File: src/rtl/wdt_reset_ctrl.sv
`default_nettype none
// ============================================================================
// Module      : wdt_reset_ctrl
// Description : Watchdog reset controller. Turns timer overflows into a
//               warning interrupt and, if unserviced, a fixed-width system
//               reset pulse followed by a holdoff window. Optional warning
//               stage built only when WDT_RSTCTL_WARN_EN is defined.
// Revision    : 1.0 - initial release
// ============================================================================
module wdt_reset_ctrl #(
    parameter int GRACE_CYCLES = 1024,
    parameter int PULSE_CYCLES = 16
) (
    input  logic       clk,
    input  logic       rst,
    input  logic       wdov,
    output logic       wdovclr,
    input  logic       irq_ack,
    output logic       warn_irq,
    output logic       sys_rst,
    input  logic       cause_clr,
    output logic       rst_cause,
    output logic [7:0] wd_cnt
);

    localparam logic [1:0] c_st_idle  = 2'd0;
    localparam logic [1:0] c_st_warn  = 2'd1;
    localparam logic [1:0] c_st_reset = 2'd2;
    localparam logic [1:0] c_st_hold  = 2'd3;

    localparam logic [15:0] c_grace_m1 = 16'(GRACE_CYCLES - 1);
    localparam logic [15:0] c_pulse_m1 = 16'(PULSE_CYCLES - 1);

    logic [1:0]  r_state;
    logic [1:0]  w_state_nxt;
    logic [15:0] r_cnt;
    logic [15:0] w_cnt_nxt;
    logic        w_ov_seen;
    logic        w_cnt_zero;
    logic        w_enter_warn;
    logic        w_enter_reset;
    logic        w_clr_nxt;

    // The timer flag is still high during the cycle we clear it; ignore it then.
    assign w_ov_seen  = wdov && !wdovclr;
    assign w_cnt_zero = (r_cnt == 16'd0);

    always_comb begin
        w_state_nxt = r_state;
        w_cnt_nxt   = r_cnt;
        case (r_state)
            c_st_idle: begin
                if (w_ov_seen) begin
`ifdef WDT_RSTCTL_WARN_EN
                    w_state_nxt = c_st_warn;
                    w_cnt_nxt   = c_grace_m1;
`else
                    w_state_nxt = c_st_reset;
                    w_cnt_nxt   = c_pulse_m1;
`endif
                end
            end
`ifdef WDT_RSTCTL_WARN_EN
            c_st_warn: begin
                if (w_ov_seen) begin
                    w_state_nxt = c_st_reset;
                    w_cnt_nxt   = c_pulse_m1;
                end else if (irq_ack) begin
                    w_state_nxt = c_st_idle;
                end else if (w_cnt_zero) begin
                    w_state_nxt = c_st_reset;
                    w_cnt_nxt   = c_pulse_m1;
                end else begin
                    w_cnt_nxt = r_cnt - 16'd1;
                end
            end
`endif
            c_st_reset: begin
                if (w_cnt_zero) begin
                    w_state_nxt = c_st_hold;
                    w_cnt_nxt   = c_pulse_m1;
                end else begin
                    w_cnt_nxt = r_cnt - 16'd1;
                end
            end
            c_st_hold: begin
                if (w_cnt_zero) begin
                    w_state_nxt = c_st_idle;
                end else begin
                    w_cnt_nxt = r_cnt - 16'd1;
                end
            end
            default: begin
                w_state_nxt = c_st_idle;
                w_cnt_nxt   = 16'd0;
            end
        endcase
    end

    assign w_enter_warn  = (w_state_nxt == c_st_warn)  && (r_state != c_st_warn);
    assign w_enter_reset = (w_state_nxt == c_st_reset) && (r_state != c_st_reset);
    // With a one-cycle grace window both entries can fall back to back.
    assign w_clr_nxt     = (w_enter_warn || w_enter_reset) && !wdovclr;

    always_ff @(posedge clk) begin
        if (rst) begin
            r_state   <= c_st_idle;
            r_cnt     <= 16'd0;
            wdovclr   <= 1'b0;
            sys_rst   <= 1'b0;
            rst_cause <= 1'b0;
            wd_cnt    <= 8'd0;
        end else begin
            r_state <= w_state_nxt;
            r_cnt   <= w_cnt_nxt;
            wdovclr <= w_clr_nxt;
            sys_rst <= (w_state_nxt == c_st_reset);
            if (w_enter_reset) begin
                rst_cause <= 1'b1;
            end else if (cause_clr) begin
                rst_cause <= 1'b0;
            end
            if (w_enter_reset && (wd_cnt != 8'hFF)) begin
                wd_cnt <= wd_cnt + 8'd1;
            end
        end
    end

`ifdef WDT_RSTCTL_WARN_EN
    always_ff @(posedge clk) begin
        if (rst) begin
            warn_irq <= 1'b0;
        end else begin
            warn_irq <= (w_state_nxt == c_st_warn);
        end
    end
`else
    logic w_unused;
    assign w_unused = ^{irq_ack, c_grace_m1, c_st_warn};
    assign warn_irq = 1'b0;
`endif

endmodule
`default_nettype wire

File: config.mk
export PLATFORM = sky130hd
export DESIGN_NAME = wdt_reset_ctrl
export DESIGN_NICKNAME = d
export VERILOG_FILES = /design/src/rtl/wdt_reset_ctrl.sv
export SDC_FILE = /design/constraint.sdc
export NUM_CORES = 1
export LEC_CHECK = 0
export BUFFER_PORTS_ARGS = -buffer_cell sky130_fd_sc_hd__buf_4
export CAP_MARGIN = 10
export CORE_MARGIN = 4
export CORE_UTILIZATION = 53
export DETAILED_ROUTE_END_ITERATION = 7
export PLACE_DENSITY_LB_ADDON = 0.08
export SETUP_SLACK_MARGIN = 0.4
export SLEW_MARGIN = 20
export SYNTH_ARGS = -nofsm -noshare
export SYNTH_HDL_FRONTEND = slang
export SYNTH_SLANG_ARGS = --single-unit
File: constraint.sdc
create_clock -name clk -period 2.3 [get_ports clk]
set_clock_uncertainty 0.15 [all_clocks]
set_input_delay 0.23 -clock clk [delete_from_list [all_inputs] [get_ports clk]]
set_output_delay 0.23 -clock clk [all_outputs]
set_load 0.005 [all_outputs]
==> metrics.csv <==
stage,metric,value,unit
synth,Syn Std Cell Area,1510,um^2
synth,ys async rst share,0,
sta,Final Max Slew Viols,0,
routing,vias per inst,5.90,
setup_path,crit path kind,flop to flop,
die,Initial Utilization,0.553,
setup_path,Critical Path RT,2420,ps
sta,Fin. Hold Viols,0,
job,maxcap violations,0,
synth,"top cells by area, synth","dfxtp_1 38%, xnor2_1 5.8%, nor2_1 5.5%",
synth,cell with the most instances after synthesis,dfxtp_1,
routing,"antenna viol nets, final",0,
setup_path,worst endpoint data arrival time,2080,ps
outcome,status,"complete, no violations",
power,Power Total,1.57,mW
synth,syn nets,182,
die,Chip Width,61.4,um
synth,Yosys top cell by area,dfxtp_1,
routing,WL/cell,15.0,um
placed_design,IO Port Bufs,14,
placed_design,Placer Congestion,0.769,
global_routing,Total GRT Usage,0.211,
die,Die Y,61.4,um
die,I/O pin total,17,
sta,Slew @ Worst Pin,721,ps
routing,initial DRC count,47,
layout,Area growth syn-to-layout,24.5,%
routing,Detailed Route WL,3510,um
sta,f_max,0.509,GHz
placed_design,HPWL after detailed placement,2420,um
power,leakage power,0.701,nW
clocking,later-pin clock latency in the skew report,330,ps
sta,fin crit share,0.854,
synth,Post-synth EDFFs,0,
setup_path,critical-path maximum fanout,5,
clocking,clk buf depth,2,
setup_path,Worst path top cell family by delay,simple AND/OR/NAND/NOR gates,
min_path,worst hold path type,input pin to flop,
power,Pwr per Cell Area,834,nW/um^2
clocking,Root Buffer,clkbuf_4,
clocking,CTS tree,done,
clocking,Clock Sinks,29,
setup_path,Crit-path slowest cell,or4_4,
die,die area,3770,um^2
setup_path,worst reg2reg setup slack,340,ps
routing,DRC errors left,0,
clocking,CTS H-tree lvls,2,
synth,sequential area share after synthesis,0.384,
sta,min Tclk post-route,1960,ps
layout,fill cell count,226,
layout,fraction of layout cells with a size suffix above 1,0.315,
layout,Sequential Area,606,um^2
sta,Fin Setup TNS,0,ps
synth,YS warnings,0,
global_routing,largest net degree at the start of global routing,19,
synth,top cell type's share of synthesized area,0.384,
layout,area of the multi-input gates,962,um^2
power,worst vdd ir,616,uV
sta,final worst slack,336,ps
sta,unrepaired setup endpoints after global routing,yes,
die,Row Count,19,
setup_path,Critical Path Sink Type,flop,
global_routing,antenna violations before repair,0,
synth,synth unique cells,47,
setup_path,CP max stage delay,600,ps
sta,Worst slew margin,0.516,
sta,final setup violation count,0,
synth,syn_area_per_cell,8.64,um^2
clocking,"CTS clk-pin slew, worst paths",90,ps
layout,# nets final,209,
synth,top cells by instance count after synthesis,"29 x dfxtp_1, 22 x nor2_1, 11 x a21oi_1, 11 x nor3_1, 10 x xnor2_1",
synth,ys flop type,dfxtp_1,
global_routing,GRT overflow,0,
routing,Detailed Routing Iterations Pass 1,4,
placed_design,pre-CTS setup slack,259,ps
synth,Cells after Synth,175,
setup_path,Critical Path Start Type,flop,
setup_path,crit path cell chain,or4_4 > nor4_4 > a21o_4 > o21ai_0 > a21oi_2,
layout,# diodes,0,
global_routing,first-pass GRT wire length,5790,um
die,core box area,2730,um^2
synth,Seq cells post-synth,29,
clocking,TritonCTS buffer count,5,
setup_path,CP Buf/Inv Count,0,
global_routing,via count of the first global-routing pass,1336,
routing,via count,1380,
-- layer usage --
metal,wire [um],vias up,track usage
li1,-,689,-
met1,1460,650,0.230
met2,1840,33,0.367
met3,148,8,0.0713
met4,59,0,0.100
met5,0,-,0
-- cell type report --
class,instances,area share
repair buffers,26,0.105
well taps,31,0.0206
inverters,7,0.0140
multi-input cells,133,0.511
clock inverters,2,0.00532
flip-flops and latches,29,0.322
clock buffers,6,0.0219
-- through the flow --
step	utilization	area, um^2	cells	hold WS [ps]
final	0.688	1880	234	34.5
after global routing	0.688	1880	234	20.2
after CTS	0.659	1800	232	25.3
after detailed placement	0.603	1650	217	311
after global placement	0.603	1650	217	309
after floorplan	-	1510	175	262
-- sequential cells by signal, indices dropped and copies added (netlist names) --
register   count
r_cnt         16
wd_cnt         8
sys_rst        1
wdovclr        1
rst_cause      1
r_state        2
-- repair_timing --
action,in CTS,in global routing
endpoints found under the hold margin,1,0
endpoints found under the setup margin,24,16
buffers inserted,5,2
resized for setup,15,17
pin swaps,4,14
cloned,1,0
hold buffers,1,0
-- worst register-to-register path, stage by stage (launching register included) --
cell     delay (ps)
dfxtp_4         360
or4_4           600
nor4_4          280
a21o_4          200
o21ai_0         140
a21oi_2         170
-- path summary, 6_finish.rpt --
path | endpoint | start | cells past startpoint
setup / recovery | r_cnt[15] | r_cnt[7] | 5
hold / removal | r_cnt[1] | rst | 2
setup reg to reg | r_cnt[15] | r_cnt[7] | 5
hold reg to reg | r_cnt[0] | r_cnt[0] | 1
-- cells by family (layout without fill, tap and decap cells) --
group,count (synthesis),after routing,synth area share
adder cells (fa/ha/maj),2,2,0.0166
multiplexers,1,1,0.00662
flip-flops,29,29,0.384
AO/OA/AOI/OAI,36,37,0.173
other,1,1,0.00248
buffers and inverters,14,41,0.0414
XOR/XNOR,13,13,0.0753
AND/OR/NAND/NOR,79,79,0.300
-- power breakdown --
group          total [mW]  switching [mW]  leakage (nW)  internal (mW)
clock               0.297           0.181        0.0320          0.116
combinational       0.627           0.316         0.427          0.311
sequential          0.644          0.0805         0.242          0.563
-- layout by cell type, fill, tap and decap left out, drive strengths merged, types with 7 or more instances in the layout --
master	instances
nand2	8
nor3	11
buf	25
dfxtp	29
nor2	24
a21oi	11
inv	7
xnor2	10
nand3	8
Note: power is estimated with default switching activity, not from simulation.
